==> config.mk <==
export PLATFORM = sky130hd
export DESIGN_NAME = rv_write_hs
export DESIGN_NICKNAME = d
export VERILOG_FILES = /design/src/rtl/rv_write_hs.sv
export SDC_FILE = /design/constraint.sdc
export NUM_CORES = 1
export LEC_CHECK = 0
export CAP_MARGIN = 20
export CORE_MARGIN = 2
export CORE_UTILIZATION = 45
export DETAILED_ROUTE_END_ITERATION = 8
export MAX_ROUTING_LAYER = met4
export PLACE_DENSITY = 0.84
export SLEW_MARGIN = 40
export SYNTH_ARGS = -nofsm -noshare
export SYNTH_HDL_FRONTEND = slang
export SYNTH_SLANG_ARGS = --single-unit
==> constraint.sdc <==
create_clock -name i_clk -period 2.1 [get_ports i_clk]
set_input_delay 0.21 -clock i_clk [delete_from_list [all_inputs] [get_ports i_clk]]
set_output_delay 0.21 -clock i_clk [all_outputs]
set_load 0.02 [all_outputs]
==> src/rtl/rv_write_hs.sv <==
// rtl/rv_write_hs.sv - writeback stage with memory read-response handshake
module rv_write_hs #(
    parameter int XLEN = 32,
    parameter int RD_W = 5
) (
    input  logic            i_clk,
    input  logic            i_reset,
    input  logic            i_valid,
    output logic            o_ready,
    input  logic [XLEN-1:0] i_alu_result,
    input  logic [XLEN-1:0] i_csr_data,
    input  logic [XLEN-3:0] i_pc_p4,
    input  logic            i_reg_write,
    input  logic [RD_W-1:0] i_rd,
    input  logic [1:0]      i_res_src,
    input  logic [2:0]      i_funct3,
    input  logic            i_mem_rvalid,
    input  logic [XLEN-1:0] i_mem_rdata,
    output logic [XLEN-1:0] o_data,
    output logic [RD_W-1:0] o_rd,
    output logic            o_reg_write,
    output logic            o_misalign,
    output logic            o_pend_valid,
    output logic [RD_W-1:0] o_pend_rd
);

    localparam logic [1:0] SRC_ALU = 2'd0;
    localparam logic [1:0] SRC_MEM = 2'd1;
    localparam logic [1:0] SRC_PC  = 2'd2;
    localparam logic [1:0] SRC_CSR = 2'd3;
    localparam int OFF_W = (XLEN == 64) ? 3 : 2;

    typedef enum logic [1:0] {
        ST_EMPTY,
        ST_DONE,
        ST_LOAD
    } state_t;

    state_t state, state_nxt;

    logic [XLEN-1:0] cap_alu;
    logic [XLEN-1:0] cap_csr;
    logic [XLEN-3:0] cap_pc_p4;
    logic            cap_reg_write;
    logic [RD_W-1:0] cap_rd;
    logic [1:0]      cap_res_src;
    logic [2:0]      cap_funct3;

    logic accept;
    logic commit;

    always_ff @(posedge i_clk) begin
        if (i_reset) begin
            state         <= ST_EMPTY;
            cap_alu       <= '0;
            cap_csr       <= '0;
            cap_pc_p4     <= '0;
            cap_reg_write <= 1'b0;
            cap_rd        <= '0;
            cap_res_src   <= SRC_ALU;
            cap_funct3    <= '0;
        end else begin
            state <= state_nxt;
            if (accept) begin
                cap_alu       <= i_alu_result;
                cap_csr       <= i_csr_data;
                cap_pc_p4     <= i_pc_p4;
                cap_reg_write <= i_reg_write;
                cap_rd        <= i_rd;
                cap_res_src   <= i_res_src;
                cap_funct3    <= i_funct3;
            end
        end
    end

    // A load completing this cycle frees the stage, so the next op can be taken in the same cycle.
    always_comb begin
        state_nxt = state;
        o_ready   = 1'b1;
        commit    = 1'b0;
        accept    = 1'b0;
        case (state)
            ST_DONE: commit = 1'b1;
            ST_LOAD: begin
                o_ready = i_mem_rvalid;
                commit  = i_mem_rvalid;
            end
            default: ;
        endcase
        accept = i_valid & o_ready;
        if (state != ST_LOAD || i_mem_rvalid) begin
            if (accept)
                state_nxt = (i_res_src == SRC_MEM) ? ST_LOAD : ST_DONE;
            else
                state_nxt = ST_EMPTY;
        end
    end

    logic [OFF_W-1:0] off;
    logic [6:0]       b_sh, h_sh, w_sh;
    logic [7:0]       lane_b;
    logic [15:0]      lane_h;
    logic [31:0]      lane_w;
    logic [XLEN-1:0]  load_data;
    logic             mis_addr;
    logic             misalign;

    always_comb begin
        off    = cap_alu[OFF_W-1:0];
        b_sh   = 7'(off) << 3;
        h_sh   = 7'(off >> 1) << 4;
        w_sh   = 7'(off >> 2) << 5;
        lane_b = 8'(i_mem_rdata >> b_sh);
        lane_h = 16'(i_mem_rdata >> h_sh);
        lane_w = 32'(i_mem_rdata >> w_sh);
        load_data = '0;
        mis_addr  = 1'b0;
        case (cap_funct3)
            3'b000: load_data = XLEN'($signed(lane_b));
            3'b001: begin
                load_data = XLEN'($signed(lane_h));
                mis_addr  = cap_alu[0];
            end
            3'b010: begin
                load_data = XLEN'($signed(lane_w));
                mis_addr  = |cap_alu[1:0];
            end
            3'b011: begin
                load_data = (XLEN == 64) ? i_mem_rdata : '0;
                mis_addr  = (XLEN == 64) && (|cap_alu[2:0]);
            end
            3'b100: load_data = XLEN'(lane_b);
            3'b101: begin
                load_data = XLEN'(lane_h);
                mis_addr  = cap_alu[0];
            end
            3'b110: begin
                load_data = (XLEN == 64) ? XLEN'(lane_w) : '0;
                mis_addr  = (XLEN == 64) && (|cap_alu[1:0]);
            end
            default: ;
        endcase
    end

    assign misalign = commit & (cap_res_src == SRC_MEM) & mis_addr;

    always_comb begin
        o_data = cap_alu;
        case (cap_res_src)
            SRC_MEM: o_data = load_data;
            SRC_PC:  o_data = {cap_pc_p4, 2'b00};
            SRC_CSR: o_data = cap_csr;
            default: o_data = cap_alu;
        endcase
    end

    assign o_rd         = cap_rd;
    assign o_misalign   = misalign;
    assign o_reg_write  = commit & cap_reg_write & (cap_rd != '0) & ~misalign;
    assign o_pend_valid = (state == ST_LOAD);
    assign o_pend_rd    = (state == ST_LOAD) ? cap_rd : '0;

endmodule

==> impl_results.md <==
* Status: complete, but fails checks
* Violated checks: negative setup slack
* Slew margin rel. at approximately two thirds
* Hold Violations, Final at 0
* Simple-gate share of the synthesized area at 21.73%
* Synth Area in XOR/XNOR at 0%
* GRT Total Usage at 31.18%
* Largest family of logic cells by synthesized area: compound AO/OA/AOI/OAI gates
* Power per Cell Area at 652.6 nW/µm²
* Cell variety after synth at 40
* Max incr delay on CP at 0.47 ns
* Worst hold path type: input port to register
* Critical Path Source: cap_alu[1]
* Clock transition at the registers of the reported paths at 0.07 ns
* WL per Instance at 19.33 µm
* Sink Count at 107
* Die area at ~13,000 µm²
* Final setup violation count at 30
* Sequential fraction of the synthesis area at 40.80%
* Final RePlAce weighted congestion at 0.9694
* Max-slew violations at 0
* Worst EP arrival at 2.05 ns
* Finished Layout Cells at 1,067
* Pin count of the biggest net entering global routing at 57
* Initial drt markers at 676
* HPWL after DPL at 13,740 µm
* Syn_area_per_cell at approximately 7.5 µm²
* CTS Buf Count at 9
* Req. time, crit path at 1.89 ns
* Worst path bufs/invs at 2
* IO Pins at 187
* Root buffer cell: clkbuf_16
* Compound-Gate Fraction of Synth Area at between 20% and 30%
* Drt first pass iters at 6
* CP max FO at 5
* Chip Height at 112.0 µm
* CTS max path bufs at 2
* CTS tree: done
* Nets at 1,065
* Setup CP Type: register to output port
* Leak at ~0.0034 µW
* Post-Syn Instances at 700
* Slew @ Worst Pin at 0.4791 ns
* Antenna violations before repair at 0
* Port bufs at 186
* RSZ-0062 raised after global routing: true
* Layout Skew at 0.007845 ns
* Initial core utilization at 45.98%
* Min-delay src: i_reset
* Max Clk Rate at ~0.44 GHz
* Layout cell share with drive strength beyond 1 at 25.54%
* Worst setup EP type: output port
* Via count at 6,206
* Overflow after GRT at 0
* Ys Warns at 0
* Delay-heaviest family, CP: compound AO/OA/AOI/OAI gates
* Max-cap violation count at 0
* Ant. Diodes at 0
* Mux share of post-synthesis cell area at slightly below 5%
* Core footprint at 11,420 µm²
* Synthesis-stage register bit count at 107
* DRC viols at 0
* Cell Count Post-Placement at 1,043
* Post-synthesis adder-cell area fraction at 0.4766%
* Crit path time final at 2.256 ns
* Die extent in x at 112.0 µm
* Vias in the first global route at between 5,000 and 6,000
* Row count at 39
* Setup TNS Final at -1.477 ns
* Total power draw at roughly 5600 µW
* CP Launch Type: register
* H-tree depth at 3
* Synth-to-Final Area Change at 64.51%
* Period utilization at 107.4%
* Routed wire length at around 21,000 µm
* Syn nets at 843
* Post-route ant nets at 0
* Setup ws final at -0.1560 ns
* Worst-path cell chain: buf_6, mux2_4, a222oi_1, o21ai_1, buf_4
* Mapped cell area at 5250 µm²
* Worst path slowest cell: a222oi_1
* First-pass GRT wire length at 30,100 µm
* DR vias/cell at 5.816
* Worst skew pair latency at 0.35 ns
* Cts-stage hold buffer count at 0
* Peak supply drop at 587.8 µV
* RR Startpoint: state[0]
where the power goes:
part	leakage (µW)	total (µW)	switching (µW)	internal (µW)
Combinational	0.00236	1690	834	856
Clock	0.000140	1720	747	971
Sequential	0.000884	2230	82.7	2150
Total	0.00338	5640	1660	3970
per-layer routing:
layer	GRT usage, %	share of wire (%)
met5	-	0
met4	11.95	3.9
met1	38.19	37
met2	50.75	49
met3	6.695	9.8
final timing paths:
check	end	slack, ns	cells past startpoint
max	o_data[5]	-0.16	5
min	cap_pc_p4[22]	0.22	2
max reg2reg	cap_alu[20]	0.24	8
min reg2reg	cap_reg_write	0.45	2
cell usage in the layout, fill, tap and decap left out, drive strengths merged, types with 5 or more instances in the layout:
cell type	n
nor2	8
o22ai	18
a221o	7
clkbuf	11
a22oi	14
a2bb2oi	17
a222oi	5
inv	5
a21oi	152
dfxtp	107
mux2	18
buf	119
and2	7
nand2	240
o21ai	10
clkdlybuf4s50	150
nand2b	7
stage by stage:
step | setup WS [ns] | area, µm² | utilization (%) | hold WS (ns)
2_1_floorplan | 0.2485 | 5250 | - | 0.3460
3_3_place_gp | -0.3511 | 7645 | 66.95 | 0.4387
3_5_place_dp | -0.3721 | 7645 | 66.95 | 0.4449
4_1_cts | -0.09893 | 8130 | 71.20 | 0.2116
5_1_grt | -0.1522 | 8637 | 75.64 | 0.2269
6_report | -0.1560 | 8637 | 75.64 | 0.2220
cells in the mapped netlist, drive strengths merged:
library cell  count  share of area, %
a221oi            3              0.62
a21o              1              0.17
and2              7              0.83
o211ai            1              0.24
nor4              1              0.12
or4               1              0.14
a22oi            14               2.0
o22ai            18               2.1
ha                2              0.48
nor3b             3              0.83
nor2              8              0.57
nor3              1             0.095
a21oi           152                14
nand2b            7              0.83
a221o             7               1.3
or2               1              0.12
mux2             18               3.9
a222oi            5              0.95
a2bb2oi          17               2.8
nor2b             3              0.36
inv               5              0.36
and2b             1              0.19
nand3             3              0.29
o21ai            10              0.95
o21a              1              0.14
nand2           240                17
clkbuf           23               1.6
buf              36               4.2
mux4              1              0.43
dfxtp           107                41
mux2i             3              0.57
repair_timing:
action / in CTS / in global routing
setup buffers: 6 / 5
endpoints found under the setup margin: 35 / 34
resized for setup: 217 / 113
cloned: 2 / 1
pin swaps: 8 / 14
state kept, by name, summed over array words and instances, names as in the netlist:
| register | cells |
|---|---|
| cap_csr | 32 |
| cap_funct3 | 3 |
| state | 2 |
| cap_reg_write | 1 |
| o_rd | 5 |
| cap_alu | 32 |
| cap_res_src | 2 |
| cap_pc_p4 | 30 |
cell type report:
type / instances / area, µm²
Sequential cell: 107 / 2151
Tap cell: 143 / 178.9
Clock buffer: 11 / 252.7
Clock inverter: 2 / 37.54
Multi-Input combinational cell: 529 / 3317
Inverter: 5 / 18.77
Timing Repair Buffer: 270 / 2681
Fill cell: 801 / 2781
worst register-to-register path, cell delays in order (launching register included):
cell and delay, ns:
dfxtp_1 0.36, inv_1 0.06, ha_1 0.27, and2b_4 0.22, inv_2 0.10, and2_4 0.26, buf_12 0.24, nand2_1 0.10
a21oi_1 0.18
logic make-up after synthesis:
family	after synthesis
AND/OR/NAND/NOR	276
AO/OA/AOI/OAI	229
flip-flops	107
buffers and inverters	64
multiplexers	22
adder cells (fa/ha/maj)	2
Note: power is estimated with default switching activity, not from simulation.
==> variant 1, RTL diff (same flow settings) <==
Make the reset (`i_reset`) asynchronous in one clocked block.
--- a/src/rtl/rv_write_hs.sv
+++ b/src/rtl/rv_write_hs.sv
@@ -49,7 +49,7 @@
     logic accept;
     logic commit;
 
-    always_ff @(posedge i_clk) begin
+    always_ff @(posedge i_clk or posedge i_reset) begin
         if (i_reset) begin
             state         <= ST_EMPTY;
             cap_alu       <= '0;
Formal check against the unedited RTL: differs if i_reset is asserted again (counterexample within 4 cycles, from zero or initial values and one cycle with i_reset high); with i_reset held inactive, the same outputs for 10 cycles.
==> variant 1 against the unedited design <==
The run still ends with setup timing left. Setup slack worse by 0.045 ns. Sequential cell count unchanged. Hold slack improved by 0.15 ns. Final area increased by 4.7%. Sequential share of layout area rose by 4.8 points. Sequential power is 10% higher. Critical endpoint is now o_data[10]. Critical path type unchanged. Wire length increased by 0.16%. Total power grew 19%. Synthesized area rose by 7.5%. Critical path depth grew 2. Non-clock buffer count increased by 8.
==> variant 1: results (changes against the unedited design) <==
Result of the run -> finished, violations left (unchanged)
Failing checks -> setup timing (unchanged)
Maximum resistive drop on vdd -> 0.637 mV (was 0.588 mV)
Count of endpoints failing setup in the final report -> 32 (was 30)
Number of instances in the placed design -> 877 (was 1043)
Slack of the critical path -> -0.201 ns (was -0.156 ns)
Dpl cell area -> 8070 um^2 (was 7640 um^2)
Worst hold margin -> 0.377 ns (was 0.222 ns)
Total wirelength of the detailed-routed design -> 20700 um (was 20600 um)
Net count after synthesis -> 638 (was 843)
Transition time at the pin with the least slew margin -> 0.569 ns (was 0.479 ns)
Worst min-delay path class -> in2async (was in2reg)
GRT Overall Usage -> 28.7% (was 31.2%)
Predominant post-synthesis flop cell -> dfrtp_1 (was dfxtp_1)
Critical Path Slowest Stage Cell -> dfrtp_2 (was a222oi_1)
Proportion of layout cells with a drive suffix above 1 -> 43.0% (was 25.5%)
Maximum fanout along the worst path -> 6 (was 5)
Number of design-rule violations left by the first detailed-router iteration -> 493 (was 676)
Vias in the first global route -> 5357 (was 5913)
Top post-synthesis cells by area -> dfrtp_1, mux2_2, a21oi_1 (was dfxtp_1, nand2_1, a21oi_1)
Leakage power total -> 3.76 nW (was 3.38 nW)
Wire length of the first global-routing pass -> 28100 um (was 30100 um)
End point of the critical path -> o_data[10] (was o_data[5])
Reg-to-reg endpoint -> cap_csr[24] (was cap_alu[20])
Number of cell instances on the worst register-to-register path -> 7 (was 8)
## variant 1: changes by cell type after synthesis, sizes merged, moves of 6 or more
cell	delta
a21oi	-100
a221o	-7
a22oi	-10
a31oi	+8
clkbuf	-19
dfrtp	+107
dfxtp	-107
mux2	+96
nand2	-200
nor2	+8
o21ai	+6
o22a	+8
## variant 1: timing repair
item / 4_1_cts / 5_1_grt
endpoints found under the setup margin: 36 / 36
pin swaps: 12 / 21
gates cloned: 0 / 2
gates resized for setup: 195 / 99
setup buffers: 10 / 14
hold buffers: 0 / 0
## variant 1: routing by layer
metal	up-vias	global-route usage, %	part of all wire [%]
met5	-	-	0
met4	0	12.7	4.5
met3	80	6.01	8.3
met2	326	47.5	50
met1	2614	34.0	37
li1	2324	-	-
## variant 1: cell families (layout without fill, tap and decap cells)
logic type,after synthesis,in the layout,share of synthesized area [%]
AOI/OAI and AO/OA,138,138,15.8
adders and majority gates,2,2,0.443
buffers and inverters,43,297,4.55
DFF,107,107,47.5
muxes,118,118,23.7
and+or+nand+nor,87,87,8.07
## variant 1: cell type report
| type | count | area, um^2 |
|---|---|---|
| Fill cell | 786 | 3070 |
| Inverter | 5 | 22.5 |
| Clock buffer | 9 | 225 |
| Timing Repair Buffer | 278 | 2720 |
| Multi-Input combinational cell | 345 | 3110 |
| Clock inverter | 5 | 65.1 |
| Sequential cell | 107 | 2680 |
| Tap cell | 168 | 210 |
## variant 1: critical path: cells and delay by family (launching register included)
kind,cells,cell delay [ns]
flops,1,0.46
compound gates,3,0.53
buf+inv,3,0.44
simple gates,1,0.30
## variant 1: report_power, final
group / internal (mW) / total (mW) / switching [mW]
registers: 2.29 / 2.46 / 0.170
clock network: 0.923 / 1.73 / 0.806
logic: 1.32 / 2.54 / 1.22
==> variant 2, RTL diff (config.mk and constraints unchanged) <==
Made on the original files. Set the parameter `XLEN` to 64 (it was 32).
--- a/src/rtl/rv_write_hs.sv
+++ b/src/rtl/rv_write_hs.sv
@@ -1,6 +1,6 @@
 // rtl/rv_write_hs.sv - writeback stage with memory read-response handshake
 module rv_write_hs #(
-    parameter int XLEN = 32,
+    parameter int XLEN = 64,
     parameter int RD_W = 5
 ) (
     input  logic            i_clk,
Interface: changed (5 resized); port bits go from 187 to 347. The function was not compared with the original's and may differ.
==> variant 2 against the unedited design <==
Setup slack worse by 0.48 ns. Synthesized area up 110%. Wire length up 150%. Final area up 100%. Sequential cell count up 96. First-iteration DRC count up 140%. Total power up 110%. Clock power up 140%. The flow still finishes with violations (setup timing).
==> variant 2: results (changes against the unedited design) <==
Net count after synthesis -> 1703 (was 843)
Count of endpoints failing setup in the final report -> 66 (was 30)
Internal power -> 8.20 mW (was 3.97 mW)
Reg area -> 4090 um^2 (was 2150 um^2)
Portion of the layout cell area used by non-clock buffers -> 30.5% (was 31.0%)
Detail Placement HPWL -> 35600 um (was 13700 um)
Number of diodes -> 3 (was 0)
Sinks on Clock Net -> 203 (was 107)
Cell type group with the largest total delay on the critical path -> buffers and inverters (was compound AO/OA/AOI/OAI gates)
GRT Overall Usage -> 36.8% (was 31.2%)
Number of signal-net buffers in the layout -> 531 (was 270)
Area of the multi-input gates -> 6920 um^2 (was 3320 um^2)
Worst min-delay path class -> in2reg (unchanged)
Arrival time of data at the critical path endpoint -> 2.52 ns (was 2.05 ns)
Remaining max-slew budget at the tightest pin -> 58.6% (was 68.1%)
Top post-synthesis cells by area -> dfxtp_1, nand2_1, mux4_2 (was dfxtp_1, nand2_1, a21oi_1)
Register share of total power -> 36.3% (was 39.5%)
# port buffers -> 346 (was 186)
WL per Instance -> 23.3 um (was 19.3 um)
Buffer levels on the longest clock path -> 3 (was 2)
Maximum fanout along the worst path -> 12 (was 5)
Wire length of the first global-routing pass -> 72400 um (was 30100 um)
H-Tree Level Count -> 1 (was 3)
Post-route clock skew -> 0.0255 ns (was 0.00785 ns)
Multi-input combinational cell count -> 1072 (was 529)
Result of the run -> finished, violations left (unchanged)
Syn. warnings -> 0 (unchanged)
Proportion of layout cells with a drive suffix above 1 -> 22.8% (was 25.5%)
Predominant post-synthesis flop cell -> dfxtp_1 (unchanged)
Worst-Skew Late Latency -> 0.53 ns (was 0.35 ns)
Slack of the critical path -> -0.634 ns (was -0.156 ns)
Maximum resistive drop on vdd -> 0.561 mV (was 0.588 mV)
Overall via count from detail_route -> 13300 (was 6206)
Clock network area share -> 4.39% (was 3.36%)
Fill count -> 1805 (was 801)
Antenna violations before repair -> 3 (was 0)
Critical Path Slowest Stage Cell -> dfxtp_4 (was a222oi_1)
Crit path time final -> 2.73 ns (was 2.26 ns)
Number of buffers created by CTS -> 22 (was 9)
Dpl cell area -> 16100 um^2 (was 7640 um^2)
Clock buf count -> 26 (was 11)
Failing checks -> setup timing (unchanged)
Leakage power total -> 6.84 nW (was 3.38 nW)
Non-Clock Inverter Count -> 14 (was 5)
==> variant 2: cell types whose count changed in the layout (fill, tap and decap cells not counted), sizes merged, moves of 24 or more <==
cell,unedited run,this run
buf,119,247
a21oi,152,213
nor2,8,44
dfxtp,107,203
clkdlybuf4s50,150,273
mux4,1,51
o41a,0,33
o21ai,10,34
a21boi,0,33
nand2,240,474
==> variant 2: repair_timing <==
item	in CTS	in global routing
buffers inserted	16	12
gates cloned	4	5
pin swaps	16	28
gates resized for setup	362	80
setup endpoints to repair	72	82
==> variant 2: cells by family (layout without fill, tap and decap cells) <==
logic type	Yosys count	in the layout	share of synthesized area, %
DFF	203	203	36.1
and+or+nand+nor	551	551	19.3
buffers and inverters	157	584	5.92
muxes	89	89	13.9
other	0	3	0
adders and majority gates	2	2	0.222
AOI/OAI and AO/OA	430	430	24.6
==> variant 2: path summary, 6_finish.rpt <==
check,to,startpoint,slack (ns)
worst min register to register,cap_pc_p4[4],cap_pc_p4[4],0.46
worst max register to register,cap_csr[32],state[1],0.08
worst min-delay path,cap_pc_p4[47],i_reset,0.15
worst max-delay path,o_data[29],cap_alu[1],-0.63
==> variant 2: metrics by stage <==
| stage | total power, mW | instances | setup slack (ns) | TNS, ns |
|---|---|---|---|---|
| after global placement | 7.19 | 2112 | -0.711 | -36.75 |
| after global routing | 12.0 | 2186 | -0.696 | -38.23 |
| after CTS | 11.4 | 2170 | -0.596 | -33.57 |
| after detailed placement | 7.23 | 2112 | -0.728 | -41.08 |
| after floorplan | 5.65 | 1432 | 0.0379 | 0 |
| final | 11.7 | 2186 | -0.634 | -35.29 |
==> variant 2: per-layer routing <==
metal  track usage [%]  part of all wire [%]
met1              46.7                    38
met2              57.4                    46
met3              6.49                    10
met4              17.3                   5.6
met5                 -                     0
